**config.mk**
```make
export PLATFORM = sky130hd
export DESIGN_NAME = bullet_pool_ctrl
export DESIGN_NICKNAME = d
export VERILOG_FILES = /design/src/rtl/bullet_pool_ctrl.sv
export SDC_FILE = /design/constraint.sdc
export NUM_CORES = 1
export LEC_CHECK = 0
export ABC_AREA = 1
export BUFFER_PORTS_ARGS = -buffer_cell sky130_fd_sc_hd__buf_2
export CORE_ASPECT_RATIO = 0.7
export CORE_MARGIN = 4
export CORE_UTILIZATION = 40
export DETAILED_ROUTE_END_ITERATION = 10
export GPL_TIMING_DRIVEN = 1
export PLACE_DENSITY_LB_ADDON = 0.12
export SETUP_SLACK_MARGIN = 0.5
export SLEW_MARGIN = 0
export SYNTH_ARGS = -nofsm -noshare
export SYNTH_HDL_FRONTEND = slang
export SYNTH_SLANG_ARGS = --single-unit
```
**constraint.sdc**
```tcl
create_clock -name clk -period 8.25 [get_ports clk]
set_input_delay 2.475 -clock clk [delete_from_list [all_inputs] [get_ports clk]]
set_output_delay 2.475 -clock clk [all_outputs]
set_load 0.05 [all_outputs]
```
**src/rtl/bullet_pool_ctrl.sv**
```systemverilog
// bullet_pool_ctrl: bullet slot pool with fire allocation and a serial
// erase/move/draw sweep sharing one valid/ready plot port.
module bullet_pool_ctrl #(
    parameter int NUM_SLOTS = 8,
    parameter int IDX_W     = 3,
    parameter int COOLDOWN  = 4,
    parameter int X_MAX     = 159,
    parameter int Y_MAX     = 119
) (
    input  logic                 clk,
    input  logic                 reset,
    input  logic                 fire,
    input  logic [1:0]           dir_x,
    input  logic [1:0]           dir_y,
    input  logic [7:0]           ship_x,
    input  logic [6:0]           ship_y,
    output logic                 fire_ack,
    input  logic                 move_tick,
    input  logic                 kill,
    input  logic [IDX_W-1:0]     kill_idx,
    output logic [7:0]           plot_x,
    output logic [6:0]           plot_y,
    output logic                 plot_colour,
    output logic                 plot_valid,
    input  logic                 plot_ready,
    output logic [NUM_SLOTS-1:0] active_mask,
    output logic                 sweep_done
);
    localparam int CW = $clog2(COOLDOWN + 1);

    typedef enum logic [2:0] {IDLE, SCAN, ERASE, MOVE, DRAW, DONE} state_t;

    state_t               state_q, state_d;
    logic [IDX_W-1:0]     idx_q;
    logic [CW-1:0]        cool_q;
    logic                 fire_ack_q;
    logic [NUM_SLOTS-1:0] active_q, dying_q, drawn_q;
    logic [7:0]           x_q  [NUM_SLOTS];
    logic [6:0]           y_q  [NUM_SLOTS];
    logic [1:0]           dx_q [NUM_SLOTS];
    logic [1:0]           dy_q [NUM_SLOTS];

    logic             accept, adv, free_s, edge_hit, last;
    logic [IDX_W-1:0] free_idx;
    logic [7:0]       nx;
    logic [6:0]       ny;

    always_comb begin
        free_idx = '0;
        for (int i = NUM_SLOTS - 1; i >= 0; i--)
            if (!active_q[i]) free_idx = IDX_W'(i);
    end

    assign accept   = fire && state_q == IDLE && cool_q == '0 && !(&active_q) && !move_tick;
    assign nx       = dx_q[idx_q] == 2'b01 ? x_q[idx_q] + 8'd1 :
                      dx_q[idx_q] == 2'b10 ? x_q[idx_q] - 8'd1 : x_q[idx_q];
    assign ny       = dy_q[idx_q] == 2'b01 ? y_q[idx_q] + 7'd1 :
                      dy_q[idx_q] == 2'b10 ? y_q[idx_q] - 7'd1 : y_q[idx_q];
    assign edge_hit = nx == 8'd0 || nx == 8'(X_MAX) || ny == 7'd0 || ny == 7'(Y_MAX);
    assign last     = idx_q == IDX_W'(NUM_SLOTS - 1);

    always_ff @(posedge clk)
        state_q <= reset ? IDLE : state_d;

    // adv: current slot is finished this cycle; free_s: it is released as well
    always_comb begin
        state_d = state_q;
        adv     = 1'b0;
        free_s  = 1'b0;
        case (state_q)
            IDLE: state_d = move_tick ? SCAN : IDLE;
            SCAN: begin
                free_s  = active_q[idx_q] && dying_q[idx_q] && !drawn_q[idx_q];
                adv     = !active_q[idx_q] || free_s;
                state_d = drawn_q[idx_q] ? ERASE : MOVE;
            end
            ERASE: begin
                adv     = plot_ready && dying_q[idx_q];
                free_s  = adv;
                state_d = plot_ready ? MOVE : ERASE;
            end
            MOVE: begin
                adv     = edge_hit;
                free_s  = edge_hit;
                state_d = DRAW;
            end
            DRAW:    adv = plot_ready;
            DONE:    state_d = IDLE;
            default: state_d = IDLE;
        endcase
        if (adv) state_d = last ? DONE : SCAN;
    end

    always_ff @(posedge clk) begin
        if (reset) begin
            active_q   <= '0;
            dying_q    <= '0;
            drawn_q    <= '0;
            cool_q     <= '0;
            idx_q      <= '0;
            fire_ack_q <= 1'b0;
        end else begin
            fire_ack_q <= accept;
            if (state_q == IDLE && move_tick) begin
                idx_q  <= '0;
                cool_q <= cool_q == '0 ? '0 : cool_q - 1'b1;
            end
            if (accept) begin
                cool_q             <= CW'(COOLDOWN);
                active_q[free_idx] <= 1'b1;
                dying_q[free_idx]  <= 1'b0;
                drawn_q[free_idx]  <= 1'b0;
                x_q[free_idx]      <= ship_x;
                y_q[free_idx]      <= ship_y;
                dx_q[free_idx]     <= dir_x;
                dy_q[free_idx]     <= dir_y;
            end
            if (kill && active_q[kill_idx]) dying_q[kill_idx] <= 1'b1;
            if (adv) idx_q <= idx_q + 1'b1;
            if (state_q == MOVE && !edge_hit) begin
                x_q[idx_q] <= nx;
                y_q[idx_q] <= ny;
            end
            if (state_q == DRAW && plot_ready) drawn_q[idx_q] <= 1'b1;
            // freeing overrides a same-cycle kill on that slot
            if (free_s) begin
                active_q[idx_q] <= 1'b0;
                dying_q[idx_q]  <= 1'b0;
                drawn_q[idx_q]  <= 1'b0;
            end
        end
    end

    always_comb begin
        plot_valid  = state_q == ERASE || state_q == DRAW;
        plot_colour = state_q == DRAW;
        plot_x      = plot_valid ? x_q[idx_q] : 8'd0;
        plot_y      = plot_valid ? y_q[idx_q] : 7'd0;
        sweep_done  = state_q == DONE;
        fire_ack    = fire_ack_q;
        active_mask = active_q;
    end
endmodule

```
==> results by stage <==
Status:
- The flow ran to the end, and the final reports show no timing, DRC or antenna violations.

Routing:
- The detail-routed net length per standard cell is around 18 um.
- The first detailed-routing pass ran for 5 iterations.
- The overall via count from detail_route is around 7.6k.
- The number of violations reported at the end of detailed-routing iteration 0 is between 800 and 900.
- The remaining design rule violation count is 0.
- In this run the remaining antenna-violating nets after routing total 0.
- The mean number of vias per cell is a little over 5.
- Summed over all layers, the routed wires come to 27300 um.

Die:
- The placement row count is 47.
- The horizontal die dimension is between 150 and 200 um.
- From bottom edge to top edge, the die measures about 140 um.
- The effective utilization at floorplan is around 40%.
- The die covers 26600 um2.
- 55 I/O pins were placed.
- The core region is between 20000 and 25000 um2.

GRT:
- Across every metal layer, demand over resource in global routing totals a little over a fifth.
- The initial antenna violation count is 0.
- The first global-routing pass estimated roughly 42000 um of wire.
- Entering global routing, the biggest net connects 73 pins.
- The number of global-route vias before repair came to roughly 6.7k.
- The total overflow left after global routing is 0.

Finish:
- After routing the design area is roughly 11000 um2.
- At the end of the flow, the number of nets in the layout was approximately 1.2k.
- From synthesis to final layout, the design area changed by 11.2%.
- Counting the fill cells in the layout gives roughly 2.3k.
- The count of cells in the finished layout, fillers not included, comes to between 1k and 1.5k.
- The fraction of layout instances using a drive strength above 1 is roughly an eighth.

Timing:
- The pin slew with the least headroom to its limit is around 1.1 ns.
- Measured against its own limit, the worst slew margin works out to 23.8%.
- Adding up every negative setup slack in the final design gives 0 ns.
- The worst-case setup margin in the final layout is 2.58 ns.
- Setup repair after global routing left no endpoint under its margin.
- Setup violations remaining at the end of the flow were counted as 0.
- Counting I/O delays and the setup requirement, the final critical path takes roughly 5.7 ns.
- The achievable clock frequency is approximately 180 MHz.
- The max-slew violation count is 0.
- The count of final hold-check violations was 0.
- The period utilization is roughly 69%.
- The clock arrives with between 0.015 and 0.02 ns of skew.

Setup path:
- The data arrival time of the critical path is approximately 3.2 ns.
- The critical path endpoint category is an output port.
- The startpoint-to-endpoint class of the critical path is reg -> out.
- The critical path launch point type is a register.
- STA puts the critical path data required time at roughly 5.8 ns.
- Of all nets on the critical path, the largest fanout is 53.

Synthesis:
- The number of library cell types mapped by synthesis is between 40 and 50.
- The area of the mapped netlist is between 9000 and 10000 um2.
- The synthesized net count is between 1k and 1.5k.
- The total of warnings raised by yosys is 0.
- In the synthesized netlist, the number of instances is roughly 1.1k.
- Sequential cells were found to cover around 55% of the synthesized design area.
- The leading register cell type out of synthesis is sky130_fd_sc_hd__edfxtp_1.
- The async set or reset register ratio after synthesis is 0%.
- The count of state elements after synthesis is roughly 190.
- The average instance in the mapped netlist occupies 8.59 um2.
- The number of flops mapped to enable cells by yosys is ~150.

Power:
- The leakage power of the design is about 4.5 nW.
- The part of the power in the clock network is 28.6%.
- The total power per unit cell area is about 280 nW/um2.
- The internal power consumption is between 1.5 and 2 mW.
- In this run, the combinational gates consume 34.1% of the power.
- The switching portion of total power is between 30% and 40%.
- IR analysis of the VDD net gives a maximum drop of 161 uV.
- The total power of the final layout is about 3.0 mW.
- The sequential cell fraction of total power is roughly 37%.
- In this run the power spent charging and discharging nets is approximately 1.2 mW.

CTS:
- At the later pin of the worst-skew pair, clock insertion delay measures between 0.4 and 0.5 ns.
- Clock tree synthesis selected as its root buffer the cell sky130_fd_sc_hd__clkbuf_16.
- The total CTS buffers is 17.
- The TritonCTS clock tree is done.
- The deepest clock path buffer count is 2.
- The clock-pin slew on the worst setup and hold paths is 0.07 ns.
- Gates resized during post-CTS repair numbered 0.
- The total number of H-tree levels is 4.
- The hold buffer count at cts is 0.
- The total setup buffers inserted after CTS is 0.
- The total clock sinks is roughly 190.

Job:
- Across the run, the number of max-cap violations was 0.

Placed design:
- In this run, placement finished with an instance count of roughly 1.5k.
- Summed over all nets, the half-perimeter wirelength after detailed placement is 19400 um.
- The standard cell area after detailed placement is ~10000 um2.
- The pre-CTS worst setup slack is between 2 and 3 ns.
- The number of port buffers is 54.
- The final weighted congestion in routability-driven placement is 0.844.

Min path:
- The class of the tightest hold or removal check is reg -> reg.
==> worst max-delay path, stage by stage (launching register included) <==
cell and delay [ns]:
sky130_fd_sc_hd__dfxtp_2 0.73, sky130_fd_sc_hd__buf_4 0.62, sky130_fd_sc_hd__o21ai_0 0.19, sky130_fd_sc_hd__o22ai_1 0.34
sky130_fd_sc_hd__inv_1 0.07, sky130_fd_sc_hd__o21ai_0 0.28, sky130_fd_sc_hd__inv_1 0.12, sky130_fd_sc_hd__nor2_1 0.10
sky130_fd_sc_hd__buf_2 0.26
==> kinds of logic after synthesis <==
kind of cell | after synthesis | share of synthesized area [%]
flops | 189 | 55.3
simple gates | 600 | 26.3
buf+inv | 188 | 8.78
compound gates | 132 | 8.74
xor+xnor | 1 | 0.0914
fa+ha+maj | 6 | 0.783
==> power by group through the flow <==
stage               clock [mW]  sequential [mW]  combinational, mW
global placement             0             1.13               1.01
global route             0.910             1.12               1.13
CTS                      0.866             1.11               1.01
finish                   0.855             1.11               1.02
floorplan                    0             1.11              0.757
detailed placement           0             1.13               1.01
==> routing by layer <==
layer / vias up / global-route usage (%) / routed length [um]
li1: 3750 / - / -
met5: - / 0 / 0
met2: 279 / 25.5 / 10200
met4: 0 / 4.09 / 279
met3: 19 / 5.22 / 2490
met1: 3574 / 36.6 / 14300
==> layout by cell type, fill, tap and decap left out, types with 12 or more instances in the layout <==
master                      synthesis  layout
sky130_fd_sc_hd__nand2_1          279     279
sky130_fd_sc_hd__nor2_1           180     172
sky130_fd_sc_hd__edfxtp_1         152     152
sky130_fd_sc_hd__inv_1            142     142
sky130_fd_sc_hd__nand3_1           91      91
sky130_fd_sc_hd__buf_2             13      54
sky130_fd_sc_hd__o21ai_0           45      41
sky130_fd_sc_hd__dfxtp_1           37      36
sky130_fd_sc_hd__o21ai_1           20      24
sky130_fd_sc_hd__nor3_1            20      20
sky130_fd_sc_hd__clkbuf_16          0      17
sky130_fd_sc_hd__o21ai_2           15      15
sky130_fd_sc_hd__nand2_2           13      13
sky130_fd_sc_hd__o22ai_1           12      12
==> area by class of cell <==
| class | count | area, um2 | area share [%] |
|---|---|---|---|
| flip-flops and latches | 189 | 5310 | 49.8 |
| multi-input cells | 739 | 3460 | 32.5 |
| inverters | 150 | 571 | 5.35 |
| clock buffers | 21 | 440 | 4.13 |
| well taps | 318 | 398 | 3.73 |
| repair buffers | 62 | 330 | 3.10 |
| clock inverters | 11 | 155 | 1.45 |
| diodes | 1 | 2.50 | 0.0235 |
==> sequential cells by signal, summed over array words and instances, names as in the netlist, named ones only <==
signal	cells
drawn_q	8
dy_q	16
active_mask	8
fire_ack	1
idx_q	3
cool_q	3
dying_q	8
x_q	64
state_q	3
y_q	56
dx_q	16
==> metrics by stage <==
| stage | util (%) | hold WS, ns |
|---|---|---|
| global route | 45.1 | 0.523 |
| finish | 45.1 | 0.495 |
| global placement | 42.6 | 0.479 |
| floorplan | - | 0.450 |
| CTS | 45.1 | 0.493 |
| detailed placement | 42.6 | 0.481 |
==> Yosys cell counts, drive strengths merged, types with 2 or more instances <==
cell / n / area [um2]
o22ai: 12 / 75.1
clkbuf: 4 / 15.0
nand3b: 2 / 15.0
nand3: 94 / 485
a221oi: 6 / 52.6
a21oi: 11 / 55.1
a211oi: 4 / 30.0
edfxtp: 152 / 4560
inv: 149 / 567
ha: 6 / 75.1
nand4: 6 / 52.6
dfxtp: 37 / 741
nor2: 185 / 731
a22oi: 11 / 82.6
nand2: 292 / 1130
buf: 34 / 257
nor3: 20 / 100
o21ai: 82 / 489
==> final timing paths <==
| kind | startpoint | endpoint | slack [ns] | depth (start not counted) |
|---|---|---|---|---|
| worst min register to register | cool_q[1] | cool_q[1] | 0.49 | 2 |
| worst max-delay path | register | plot_x[7] | 2.58 | 8 |
| worst max register to register | register | x_q[2][4] | 2.75 | 21 |
| worst min-delay path | cool_q[1] | cool_q[1] | 0.49 | 2 |
Power figures use the tool's default switching activity.
